**config.mk**
```make
export PLATFORM = sky130hd
export DESIGN_NAME = mem_arbiter
export DESIGN_NICKNAME = d
export VERILOG_FILES = /design/src/rtl/mem_arbiter.sv
export SDC_FILE = /design/constraint.sdc
export NUM_CORES = 1
export LEC_CHECK = 0
export CORE_MARGIN = 2
export CORE_UTILIZATION = 30
export CTS_CLUSTER_SIZE = 24
export DETAILED_ROUTE_END_ITERATION = 8
export GPL_TIMING_DRIVEN = 0
export PLACE_DENSITY = 0.68
export SETUP_SLACK_MARGIN = 0.3
export SLEW_MARGIN = 20
export SYNTH_ARGS = -nofsm -noshare
export SYNTH_HDL_FRONTEND = slang
export SYNTH_SLANG_ARGS = --single-unit
```
**constraint.sdc**
```tcl
create_clock -name clk -period 1.4 [get_ports clk]
set_input_delay 0.28 -clock clk [delete_from_list [all_inputs] [get_ports clk]]
set_output_delay 0.28 -clock clk [all_outputs]
set_load 0.005 [all_outputs]
```
**src/rtl/mem_arbiter.sv**
```systemverilog
// mem_arbiter: shares one single-ported memory between the RISC-V core (read/write) and the
// frame-buffer scanout reader (read-only).
//
// Round-robin arbitration with a combinational grant, a registered memory command and a
// READ_LAT-deep tag pipeline that routes each read return to the requester that issued it.
//
// Ports:
//   clk, reset_n              clock, asynchronous active-low reset
//   c_req/c_we/c_adr/c_wdata  core request; held stable until c_gnt
//   c_gnt                     core request accepted this cycle
//   c_rvalid/c_rdata          core read return
//   v_req/v_adr               scanout read request; held stable until v_gnt
//   v_gnt                     scanout request accepted this cycle
//   v_rvalid/v_rdata          scanout read return
//   m_en/m_we/m_adr/m_wdata   registered memory command
//   m_rdata                   memory read data, valid READ_LAT cycles after the m_en cycle
module mem_arbiter #(
  parameter int unsigned AW       = 32,
  parameter int unsigned DW       = 32,
  parameter int unsigned READ_LAT = 2
) (
  input  logic          clk,
  input  logic          reset_n,
  // core port
  input  logic          c_req,
  input  logic          c_we,
  input  logic [AW-1:0] c_adr,
  input  logic [DW-1:0] c_wdata,
  output logic          c_gnt,
  output logic          c_rvalid,
  output logic [DW-1:0] c_rdata,
  // scanout port
  input  logic          v_req,
  input  logic [AW-1:0] v_adr,
  output logic          v_gnt,
  output logic          v_rvalid,
  output logic [DW-1:0] v_rdata,
  // memory macro
  output logic          m_en,
  output logic          m_we,
  output logic [AW-1:0] m_adr,
  output logic [DW-1:0] m_wdata,
  input  logic [DW-1:0] m_rdata
);

  // Requester identifiers, used both for the round-robin pointer and the read tags.
  localparam logic IdCore  = 1'b0;
  localparam logic IdVideo = 1'b1;

  logic                last_q;     // requester granted most recently
  logic                cmd_id_q;   // requester that owns the command currently on m_*
  logic [READ_LAT-1:0] rd_valid_q; // read tag pipeline: valid bits
  logic [READ_LAT-1:0] rd_id_q;    // read tag pipeline: requester ids

  // ---------------------------------------------------------------------------------------------
  // Arbitration: the core wins unless the scanout also requests and the core was served last.
  // ---------------------------------------------------------------------------------------------
  assign c_gnt = c_req & (~v_req | (last_q == IdVideo));
  assign v_gnt = v_req & ~c_gnt;

  // ---------------------------------------------------------------------------------------------
  // Command register and round-robin pointer.
  // m_adr/m_wdata deliberately hold on idle cycles so the macro address bus does not toggle.
  // ---------------------------------------------------------------------------------------------
  always_ff @(posedge clk or negedge reset_n) begin
    if (!reset_n) begin
      m_en     <= 1'b0;
      m_we     <= 1'b0;
      m_adr    <= '0;
      m_wdata  <= '0;
      cmd_id_q <= IdCore;
      last_q   <= IdVideo;
    end else begin
      m_en <= c_gnt | v_gnt;
      if (c_gnt) begin
        m_we     <= c_we;
        m_adr    <= c_adr;
        m_wdata  <= c_wdata;
        cmd_id_q <= IdCore;
        last_q   <= IdCore;
      end else if (v_gnt) begin
        m_we     <= 1'b0;
        m_adr    <= v_adr;
        m_wdata  <= '0;
        cmd_id_q <= IdVideo;
        last_q   <= IdVideo;
      end else begin
        m_we <= 1'b0;
      end
    end
  end

  // ---------------------------------------------------------------------------------------------
  // Read tag pipeline. Stage 0 captures the command presented during the m_en cycle; after
  // READ_LAT cycles the tag reaches the tail in the same cycle the macro drives m_rdata.
  // Reset clears every tag, so reads in flight across a reset never produce rvalid.
  // ---------------------------------------------------------------------------------------------
  always_ff @(posedge clk or negedge reset_n) begin
    if (!reset_n) begin
      rd_valid_q <= '0;
      rd_id_q    <= '0;
    end else begin
      for (int i = READ_LAT - 1; i > 0; i--) begin
        rd_valid_q[i] <= rd_valid_q[i-1];
        rd_id_q[i]    <= rd_id_q[i-1];
      end
      rd_valid_q[0] <= m_en & ~m_we;
      rd_id_q[0]    <= cmd_id_q;
    end
  end

  // ---------------------------------------------------------------------------------------------
  // Read return: data is shared, the tail tag selects which requester sees rvalid.
  // ---------------------------------------------------------------------------------------------
  assign c_rvalid = rd_valid_q[READ_LAT-1] & (rd_id_q[READ_LAT-1] == IdCore);
  assign v_rvalid = rd_valid_q[READ_LAT-1] & (rd_id_q[READ_LAT-1] == IdVideo);
  assign c_rdata  = m_rdata;
  assign v_rdata  = m_rdata;

endmodule

```
==> run_results.csv <==
group,metric,value,unit
run_status,status,"finished with violations",
run_status,violations,"setup timing",
sta,fin_crit_sh,1.158,
sta,worst_slack,-0.2218,ns
logic_synthesis,netlist_area,4198,um^2
clock_tree,clockBufferDepth,2,
power_and_ir_drop,power_frac_comb,0.329,
place,hpwl,10350,um
power_and_ir_drop,pwr-share-seq,0.335,
sta,rsz0062_at_grt,"true",
floorplan,die-area,14950,um^2
setup_path,worstSetupStartpointType,"register",
route,dr_total_vias,4261,
power_and_ir_drop,p_switching,0.002062,W
logic_synthesis,yosysSeqAreaShare,0.4295,
global_routing,grt_pass1_wl,21630,um
route,wirelength,15030,um
floorplan,rows,43,
route,drt_iter0_drc,227,
setup_path,critPathKind,"reg -> out",
sta,fmax,616.6,MHz
sta,setup_viol,25,
global_routing,track_usage,0.1847,
global_routing,grt_remaining_overflow,0,
clock_tree,cts-buffers-inserted,9,
logic_synthesis,synth-seq-cells,72,
route,vias_per_cell,4.777,
power_and_ir_drop,p_int,0.005349,W
layout,final_core_util,0.5565,
route,first_pass_iters,6,
place,post_dp_cell_area,6769,um^2
power_and_ir_drop,sw_frac_of_total,0.2782,
power_and_ir_drop,power_density,966.9,nW/um^2
setup_path,cp-endpoint,"v_gnt",
layout,finalInstanceArea,7665,um^2
sta,period_needed,1.622,ns
layout,num-nets-final,840,
clock_tree,htree_levels,3,
worst_hold_path,hold_path.class,"reg -> reg",
logic_synthesis,synth_cells,409,
layout,stdcell_count,892,
logic_synthesis,syn_area_per_cell,10.26,um^2
setup_path,crit_fanout,3,
route,wl_per_cell,16.85,um
setup_path,crit_start,"last_q",
place,io_buffers,232,
clock_tree,clock-root-buffer,"clkbuf_16",
place,place_ws,-0.4614,ns
global_routing,grt_pass1_vias,4174,
global_routing,antenna_found_initial,0,
floorplan,coreArea,13770,um^2
clock_tree,cts.sinks,72,
sta,final_hold_viol_count,0,
place,place_congestion,0.7421,
setup_path,ff2ff_setup_slack,-0.12,ns
setup_path,reg2reg_from,"last_q",
floorplan,ioPinCount,267,
sta,skew,0.006847,ns
logic_synthesis,synth.distinct_cells,22,
layout,antenna_cells,0,
power_and_ir_drop,ir_drop,0.4459,mV
logic_synthesis,yosysWarnings,0,
floorplan,initial_core_util,0.3048,
route,antenna_left,0,
setup_path,crit_path_end_kind,"primary output",
setup_path,r2r-end,"m_adr[26]",
sta,worstMarginPinSlew,1.122,ns
layout,area_delta_synth_final,82.59,%
global_routing,grt_max_degree,38,
sta,relSlewSlack,0.2520,
route,drcViolationCount,0,
power_and_ir_drop,p_leak,3.723,nW
clock_tree,worstSkewPairLatency,0.33,ns
power_and_ir_drop,clkPwrFrac,0.336,
floorplan,die_x,122.3,um
place,dp_cells,822,
layout,drive_above_1_share,0.3947,
logic_synthesis,synth_nets,542,
sta,final_max_slew_viol_count,0,
setup_path,r2r_cells,7,
floorplan,die_h,122.3,um
flow_run,cap_violations,0,
setup_path,critPathArrivalTime,1.34,ns
setup_path,crit_required,1.12,ns
clock_tree,cts_tree,"yes",
clock_tree,clkTransAtPathRegs,0.06,ns
-- worst min-delay path by stage --
stage | from | endpoint | slack (ns) | depth (start not counted)
6_report | rd_valid_q[0] | rd_valid_q[1] | 0.35 | 0
5_1_grt | rd_valid_q[0] | rd_valid_q[1] | 0.35 | 0
4_1_cts | rd_valid_q[0] | rd_valid_q[1] | 0.35 | 0
3_5_place_dp | reset_n | m_wdata[8] | 0.28 | 1
3_3_place_gp | rd_id_q[0] | rd_id_q[1] | 0.34 | 0
2_1_floorplan | reset_n | cmd_id_q | -0.02 | 0
-- cell families after synthesis --
kind of cell / after synthesis / share of synthesized area
AOI/OAI and AO/OA: 99 / 0.1297
buffers and inverters: 103 / 0.1914
DFF: 72 / 0.4295
muxes: 64 / 0.1526
and+or+nand+nor: 71 / 0.09687
-- stage by stage --
step                      power (W)  hold slack, ns  setup TNS (ns)
final                      0.007411          0.3483          -2.314
after global routing       0.007790          0.3477          -3.487
after CTS                  0.007090          0.3486         -0.4499
after detailed placement   0.004594          0.2783          -1.041
after global placement     0.004546          0.3351         -184.99
after floorplan            0.003334        -0.01559               0
-- worst max-delay path, cell delays in order (launching register included) --
cell,delay [ns]
dfstp_2,0.54
buf_6,0.12
nand2_8,0.05
buf_8,0.11
nand2_4,0.05
inv_2,0.03
buf_2,0.11
-- power groups by stage --
stage / logic [W] / clock network [W] / registers [W]
finish: 0.00244 / 0.00249 / 0.00248
detailed placement: 0.00208 / 0 / 0.00252
floorplan: 0.000811 / 0 / 0.00252
global placement: 0.00203 / 0 / 0.00252
global route: 0.00262 / 0.00266 / 0.00251
CTS: 0.00206 / 0.00255 / 0.00248
-- repair_timing --
item | CTS | global route
hold buffers | 1 | 0
endpoints found under the setup margin | 197 | 173
hold endpoints to repair | 34 | 0
pin swaps | 8 | 5
gates cloned | 3 | 2
resized for setup | 364 | 73
setup buffers | 19 | 29
-- state kept, by name, indices dropped and copies added (netlist names) --
name	count
m_adr	32
m_wdata	32
rd_id_q	2
rd_valid_q	2
cmd_id_q	1
last_q	1
m_en	1
m_we	1
-- cell usage in the layout (no fill, tap or decap), types with 5 or more instances in the layout --
cell	count
nand3_2	17
dlygate4sd2_1	64
mux2i_1	64
nand3_1	15
o21ai_1	53
buf_12	13
clkdlybuf4s50_1	97
o21ai_2	9
buf_4	101
clkbuf_1	8
clkbuf_16	11
and3_1	31
a31oi_1	17
buf_8	5
buf_2	74
buf_6	14
dfrtp_1	71
a31oi_4	14
-- cell usage after synthesis, drive strengths merged --
cell | number | area share
buf | 87 | 0.18
dfrtp | 71 | 0.42
o21ai | 65 | 0.077
mux2i | 64 | 0.15
a31oi | 32 | 0.048
and3 | 32 | 0.048
nand3 | 32 | 0.038
clkbuf | 13 | 0.013
inv | 3 | 0.0027
and2 | 2 | 0.0030
nand2 | 2 | 0.0036
nor2b | 2 | 0.0030
a21boi | 1 | 0.0027
dfstp | 1 | 0.0063
o21a | 1 | 0.0018
or2 | 1 | 0.0015
-- final cells by class --
type / instances / area, um^2
fillers: 1266 / 6108
repair buffers: 287 / 2486
multi-input cells: 234 / 1948
flip-flops and latches: 72 / 1803
plain buffers: 100 / 869.6
clock buffers: 9 / 225.2
well taps: 180 / 225.2
clock inverters: 7 / 96.34
inverters: 3 / 11.26
-- metal layers --
layer | GRT usage | routed length (um) | vias to the layer above
met5 | 0 | 0 | -
met2 | 0.3125 | 7225 | 189
met3 | 0.04740 | 1179 | 22
met4 | 0.05963 | 235 | 0
met1 | 0.2297 | 6386 | 2045
li1 | - | - | 2005
No activity file was read; power rests on OpenSTA's default activity.
